File: src/rtl/delta_calc_scheduler.sv
// Round-robin scheduler that time-shares one shortest-path delta calculator
// across the four swerve-wheel rotation channels. Each job snapshots the
// granted wheel's angles, pulses the calculator enable, waits for completion
// (or a timeout), and files the result into that wheel's slot.
module delta_calc_scheduler #(
  parameter int unsigned TIMEOUT_CYCLES = 31
) (
  input  logic        clock,
  input  logic        reset_n,
  input  logic [3:0]  i_req,
  input  logic [47:0] i_target_angle,
  input  logic [47:0] i_current_angle,
  input  logic        i_err_clear,
  output logic        o_calc_enable,
  output logic [11:0] o_calc_target_angle,
  output logic [11:0] o_calc_current_angle,
  input  logic [11:0] i_calc_delta,
  input  logic        i_calc_dir,
  input  logic        i_calc_updated,
  output logic [47:0] o_delta_angle,
  output logic [3:0]  o_dir_shortest,
  output logic [3:0]  o_result_valid,
  output logic [3:0]  o_timeout_err,
  output logic        o_busy,
  output logic [1:0]  o_grant_id
);

  typedef enum logic [1:0] {StIdle, StIssue, StWait, StStore} state_e;

  state_e      r_state, w_state_next;
  logic [3:0]  r_pending, w_pending_next;
  logic [1:0]  r_ptr;
  logic [1:0]  r_grant;
  logic [11:0] r_tgt, r_cur;
  logic [4:0]  r_cnt, w_cnt_next;
  logic [47:0] r_delta;
  logic [3:0]  r_dir;
  logic [3:0]  r_err, w_err_next;

  logic        w_found;
  logic [1:0]  w_winner;
  logic        w_grant_en;
  logic        w_store;
  logic        w_timeout;

  // Round-robin search: lowest offset from ptr among pending wheels wins.
  always_comb begin
    w_found  = 1'b0;
    w_winner = r_ptr;
    for (int i = 3; i >= 0; i--) begin
      if (r_pending[2'(r_ptr + 2'(i))]) begin
        w_found  = 1'b1;
        w_winner = 2'(r_ptr + 2'(i));
      end
    end
  end

  // Next-state and job-control decode.
  always_comb begin
    w_state_next = r_state;
    w_grant_en   = 1'b0;
    w_store      = 1'b0;
    w_timeout    = 1'b0;
    w_cnt_next   = r_cnt;
    unique case (r_state)
      StIdle: begin
        if (w_found) begin
          w_grant_en   = 1'b1;
          w_state_next = StIssue;
        end
      end
      StIssue: begin
        w_cnt_next   = '0;
        w_state_next = StWait;
      end
      StWait: begin
        if (i_calc_updated) begin
          w_store      = 1'b1;
          w_state_next = StStore;
        end else if (r_cnt == 5'(TIMEOUT_CYCLES)) begin
          w_timeout    = 1'b1;
          w_state_next = StIdle;
        end else begin
          w_cnt_next = r_cnt + 5'd1;
        end
      end
      StStore: begin
        w_state_next = StIdle;
      end
      default: begin
        w_state_next = StIdle;
      end
    endcase
  end

  // A request in the grant cycle re-arms the wheel (set beats clear);
  // a timeout in the same cycle as err_clear survives.
  always_comb begin
    w_pending_next = (r_pending & ~(w_grant_en ? (4'b0001 << w_winner) : 4'b0000)) | i_req;
    w_err_next     = (i_err_clear ? 4'b0000 : r_err)
                   | (w_timeout ? (4'b0001 << r_grant) : 4'b0000);
  end

  // State, pointer, pending bits, timeout counter and error flags.
  always_ff @(posedge clock or negedge reset_n) begin
    if (!reset_n) begin
      r_state   <= StIdle;
      r_pending <= '0;
      r_ptr     <= '0;
      r_cnt     <= '0;
      r_err     <= '0;
    end else begin
      r_state   <= w_state_next;
      r_pending <= w_pending_next;
      r_cnt     <= w_cnt_next;
      r_err     <= w_err_next;
      if (w_grant_en) r_ptr <= w_winner + 2'd1;
    end
  end

  // Grant snapshot: held until the next grant so mid-job input changes are ignored.
  always_ff @(posedge clock or negedge reset_n) begin
    if (!reset_n) begin
      r_grant <= '0;
      r_tgt   <= '0;
      r_cur   <= '0;
    end else if (w_grant_en) begin
      r_grant <= w_winner;
      r_tgt   <= i_target_angle[12*w_winner +: 12];
      r_cur   <= i_current_angle[12*w_winner +: 12];
    end
  end

  // Per-wheel result slots, written only on a completed job.
  always_ff @(posedge clock or negedge reset_n) begin
    if (!reset_n) begin
      r_delta <= '0;
      r_dir   <= '0;
    end else if (w_store) begin
      r_delta[12*r_grant +: 12] <= i_calc_delta;
      r_dir[r_grant]            <= i_calc_dir;
    end
  end

  // Outputs decoded from registered state.
  always_comb begin
    o_calc_enable        = (r_state == StIssue);
    o_busy               = (r_state != StIdle);
    o_result_valid       = (r_state == StStore) ? (4'b0001 << r_grant) : 4'b0000;
    o_calc_target_angle  = r_tgt;
    o_calc_current_angle = r_cur;
    o_delta_angle        = r_delta;
    o_dir_shortest       = r_dir;
    o_timeout_err        = r_err;
    o_grant_id           = r_grant;
  end

endmodule

File: config.mk
export PLATFORM = sky130hd
export DESIGN_NAME = delta_calc_scheduler
export DESIGN_NICKNAME = d
export VERILOG_FILES = /design/src/rtl/delta_calc_scheduler.sv
export SDC_FILE = /design/constraint.sdc
export NUM_CORES = 1
export LEC_CHECK = 0
export CORE_MARGIN = 4
export CORE_UTILIZATION = 45
export CTS_CLUSTER_SIZE = 40
export DETAILED_ROUTE_END_ITERATION = 8
export GPL_ROUTABILITY_DRIVEN = 0
export HOLD_SLACK_MARGIN = 0.03
export PLACE_DENSITY = 0.82
export SLEW_MARGIN = 20
export SYNTH_ARGS = -nofsm -noshare
export SYNTH_HDL_FRONTEND = slang
export SYNTH_SLANG_ARGS = --single-unit
File: constraint.sdc
create_clock -name clock -period 3.9 [get_ports clock]
set_input_delay 1.17 -clock clock [delete_from_list [all_inputs] [get_ports clock]]
set_output_delay 1.17 -clock clock [all_outputs]
set_load 0.005 [all_outputs]
======== Word-level counts from Yosys, hierarchy flattened ========
Cells that the tools add are included.
operators by class
  reductions and logical operators ........ 6
  $lt $le $gt $ge ......................... 6
  multipliers ............................. 2
  bitwise gates (word level) .............. 4
  muxes and demuxes ....................... 38
  equal/unequal tests ..................... 8
  add/sub/neg operators ................... 6
  shift operators ......................... 6
operator list
  cell                      number
  $shiftx 48x7->12          2
  $bwmux 48                 1
  $shift 12x34->48 const A  1
  $shiftx 12x34->48         1
  $neg 6->34                1
  $mux 1                    16
  $mux 4                    4
  $lt 2x3->1 const B        5
  $mux 2                    7
  $mux 5                    2
  $pmux 5 s2                1
  $bmux 1 s2                4
  $mul 2x2->4 const A       2
  $or 4x4->4                2
  $pmux 2 s4                1
  $shl 1x2->4 const A       2
  $ne 2x2->1 const B        3
  $add 5x1->5 const B       1
  $eq 5x5->1 const B        1
  $add 2x1->2 const B       2
  $add 2x2->2 const B       2
  $and 4x4->4               1
  $bwmux 4                  1
  $eq 2x2->1 const B        2
  other kinds (10)          11
storage, ports and cells
  input port bits ......................... 117
  word-level logic and storage cells ...... 86
  register bits ........................... 95
  output and inout port bits .............. 88

======== Logic depth before layout (Yosys ltp) ========
  word-level depth ........................ 13
  depth in mapped cells ................... 10
  gate-level depth less buffers ........... 8

======== Least setup slack after synthesis ========
OpenSTA, ideal clock, no wires.
  kind .................................... reg-to-output
  from .................................... reg r_grant[0], in the netlist o_grant_id[0]
  to ...................................... out o_result_valid[0]
  arrival time ............................ 2.260 ns
  path buffers ............................ 5
  cell stages (with the launch flop) ...... 9
  slack ................................... 0.470 ns
  data required time ...................... 2.730 ns
  cell sequence ........................... dfrtp_1 buf_2 inv_1 clkbuf_1 ha_1 clkbuf_1 clkbuf_1 clkbuf_1 and2_1
on the way
  cells in the longest elaborated chain, start to end .. 2
RTL lines
  what                    line  source
  start, declared         33    logic [1:0] r_grant;
  start signal, assigned  128   r_grant <= w_winner;
  $shl 1x2->4             149   o_result_valid = (r_state == StStore) ? (4'b0001 << r_grant) : 4'b0000;
  $mux 4                  149
  end, declared           22    output logic [3:0] o_result_valid,
No other way between the ends.

======== Worst setup path after layout ========
  from .................................... reg r_pending[0]
  to ...................................... reg r_cur[10], in the netlist o_calc_current_angle[10]
on the way
  cells in the longest elaborated chain, start to end .. 8
  elaborated cells on any way between the ends .. 20
  classes of those cells .................. mul: 1; shift: 1; mux: 18
RTL lines
  what                                                  line     source
  start, declared                                       31       logic [3:0] r_pending, w_pending_next;
  start signal, assigned                                114      r_pending <= w_pending_next;
  $bmux 1 s2                                            51       if (r_pending[2'(r_ptr + 2'(i))]) begin
  $mux 1 (implied by the code)                          51
  $mux 2 / $mux 1 (equally long branches) (4 in a row)  51
  $mul 2x2->4 / $mux 1 (equally long branches)          130, 67
  $shiftx 48x7->12 / $mux 1 (equally long branches)     130, 65
  end signal, assigned                                  130      r_cur <= i_current_angle[12*w_winner +: 12];
  end, declared                                         34       logic [11:0] r_tgt, r_cur;
Parallel ways exist; a longest one is shown, timed or not. The select of a mux whose other input is x is not followed.
A chain may end at the register's enable or synchronous reset.

==> metrics.yaml <==
outcome:
  status: "completed"
finish:
  final_common_cell: "clkdlybuf4s50_1"
  syn_to_final_growth_pct: 45.46
  final_core_util: 0.6742
  fillers: 877
  drive_gt1_frac: 0.1013
  fin_nets: 828
  final_cell_mix: "clkdlybuf4s50_1 (203), dfrtp_1 (95), nand2_1 (44), a22o_1 (41), nor2_1 (36)"
  num_antenna_cells: 0
  final_area_sq_mm: 0.007731
synth:
  syn_inst: 507
  synth_async_sr_flop_share: 1.000
  seq_area_frac_synth: 0.4473
  yosys_warnings: 0
  netlist_area_sq_mm: 0.005315
  ys_ff_latch: 95
  ys.flop_type: "dfrtp_1"
  ys_types: 49
  syn-num-nets: 639
  synth_area_per_cell_sq_um: 10.48
  synth_edf_count: 0
grt:
  grtUsageTotal: 0.2371
  antenna_found_initial: 0
  grt_pass1_vias: 5058
  grt_pass1_wl_um: 25370
  grt_max_degree: 83
  grt_overflow: 0
power_and_ir_drop:
  irDropWorstVdd_v: 0.0004914
  cellPowerDensity_mw_per_mm2: 793.9
  p_leak_nw: 3.154
critical_path:
  end_kind: "flop"
  crit_fanout: 36
  rrSetupSlack_ns: 0.62
  worstPathRequired_ns: 4.06
  arrival_ns: 3.45
  r2r-end: "o_calc_current_angle[10]$_DFFE_PN0P_"
  timing.rr.start: "r_pending[0]$_DFF_PN0_"
  crit_chain: "nor2b_1 > o21a_1 > or3_2 > buf_4 > mux2i_1 > a211oi_1"
  slowest_delay_ns: 0.92
  crit_slowest_cell: "or3_2"
  r2r_cells: 6
  worstSetupPathType: "flop to flop"
  start_kind: "flop"
floorplan:
  ioPinCount: 205
  start_util: 0.4635
  core.rowCount: 39
  dieArea_sq_mm: 0.01361
  core_area_sq_mm: 0.01147
  die_w_um: 116.7
  die_y_um: 116.7
detailed_routing:
  firstDrtPassIters: 5
  routed_wl_um: 16450
  wl_per_cell_um: 19.49
  drc: 0
  dr.first_iter.drc_count: 350
  drt.antenna.violating_nets: 0
  vias: 4964
  avgViaCountPerCell: 5.882
placement:
  numPortBuffers: 204
  dp_hpwl_um: 12430
  placed_area_sq_mm: 0.007427
clock_network:
  clockBufferDepth: 2
  clockRootBuffer: "clkbuf_16"
  ctsResizeCount: 0
  clk_latency_ns: 0.34
  cts.clk_slew.worst_paths_ns: 0.07
  hold_buffers: 0
  cts_buffers: 9
  cts_tree: "yes"
  cts_setup_buffers: 0
  cts_sinks: 95
  cts.htree.levels: 3
sta:
  post-route-min-period_ns: 3.281
  fin_worst_skew_ns: 0.006104
  hold_viol: 0
  rsz0062_at_grt: "false"
  timing.fmax_mhz: 304.8
  worst_pin_slew_ns: 1.111
  finalSetupViolations: 0
  maxSlewViolCount: 0
  max_slew_margin: 0.2584
  finalCritPeriodShare: 0.8412
  fin_tns_setup_ns: 0
min_path:
  hold_path_startpoint: "o_delta_angle[38]$_DFFE_PN0P_"
  hold_end: "o_delta_angle[38]$_DFFE_PN0P_"
  hold_depth: 2
  hp-class: "flop to flop"
flow_run:
  max_cap_violations: 0
==> worst max-delay path by stage <==
stage | start | endpoint | slack, ns | cells past startpoint
detailed placement | i_calc_updated | o_delta_angle[5]$_DFFE_PN0P_ | 0.56 | 5
global placement | i_calc_updated | o_delta_angle[4]$_DFFE_PN0P_ | 0.72 | 5
floorplan | o_grant_id[0]$_DFFE_PN0P_ | o_result_valid[0] | 0.47 | 8
CTS | r_pending[2]$_DFF_PN0_ | o_calc_target_angle[2]$_DFFE_PN0P_ | 0.68 | 6
global route | r_pending[2]$_DFF_PN0_ | o_calc_target_angle[2]$_DFFE_PN0P_ | 0.35 | 6
finish | r_pending[0]$_DFF_PN0_ | o_calc_current_angle[10]$_DFFE_PN0P_ | 0.62 | 6
==> routing by layer <==
metal / vias to the layer above / track usage / wire, um
met4: 0 / 0.09098 / 397
met5: - / 0 / 0
met3: 36 / 0.06580 / 1559
met2: 255 / 0.4020 / 8149
met1: 2411 / 0.2871 / 6344
li1: 2262 / - / -
==> per-stage QoR <==
stage	instances	setup slack [ns]	power, W	hold slack (ns)
after floorplan	507	0.4697	0.003898	0.4628
after global placement	828	0.7190	0.005133	0.4648
after detailed placement	828	0.5646	0.005250	0.4726
after CTS	844	0.6794	0.006152	0.4856
after global routing	844	0.3535	0.006546	0.5073
final	844	0.6193	0.006138	0.4800
==> critical path, delay by kind of cell (launching register included) <==
kind            cells  cell delay, ns
compound gates      2            0.85
simple gates        2            1.09
buf+inv             1            0.42
mux                 1            0.24
flops               1            0.48
==> final cells by class <==
| cell class | instances | area, sq um | area share |
|---|---|---|---|
| Multi-Input combinational cell | 359 | 2685 | 0.3473 |
| Sequential cell | 95 | 2377 | 0.3075 |
| Timing Repair Buffer | 216 | 2133 | 0.2759 |
| Clock buffer | 11 | 242.7 | 0.03140 |
| Tap cell | 143 | 178.9 | 0.02314 |
| Clock inverter | 5 | 57.56 | 0.007445 |
| Inverter | 15 | 56.30 | 0.007283 |
==> power by group <==
part	switching [W]	internal, W	total [W]
Sequential	0.000293	0.00139	0.00168
Combinational	0.00187	0.00170	0.00357
Clock	0.000371	0.000514	0.000885
==> logic make-up after synthesis <==
logic type / Yosys count / share of synthesized area
AOI/OAI and AO/OA: 159 / 0.2469
and+or+nand+nor: 144 / 0.1443
DFF: 95 / 0.4473
buffers and inverters: 53 / 0.04825
muxes: 37 / 0.07133
adders and majority gates: 15 / 0.03531
xor gates and xnor gates: 4 / 0.006593
==> state kept, by name, summed over array words and instances, names as in the netlist <==
signal and count:
r_state 2, o_dir_shortest 4, o_calc_current_angle 12, r_pending 4, r_cnt 5, r_ptr 2, o_calc_target_angle 12, o_delta_angle 48
o_grant_id 2, o_timeout_err 4
==> cell usage after synthesis (4+ instances only) <==
cell type   n  area (sq um)
dfrtp_1    95          2377
nand2_1    44         165.2
a22o_1     41         359.1
nor2_1     37         138.9
mux2i_1    30         300.3
a211oi_1   25         187.7
a211oi_2   24         300.3
nor4b_1    24         210.2
clkbuf_1   23         86.33
o21ai_0    21         105.1
ha_1       15         187.7
inv_1      15         56.30
a21oi_1    14         70.07
buf_2       7         35.03
mux2_2      7         78.83
nand3_1     7         35.03
a21o_1      6         45.04
buf_6       6         67.56
nor2b_1     6         37.54
a32o_1      5         50.05
and2_1      5         31.28
nand2b_1    5         31.28
a32oi_1     4         35.03
Note: power is estimated with default switching activity, not from simulation.
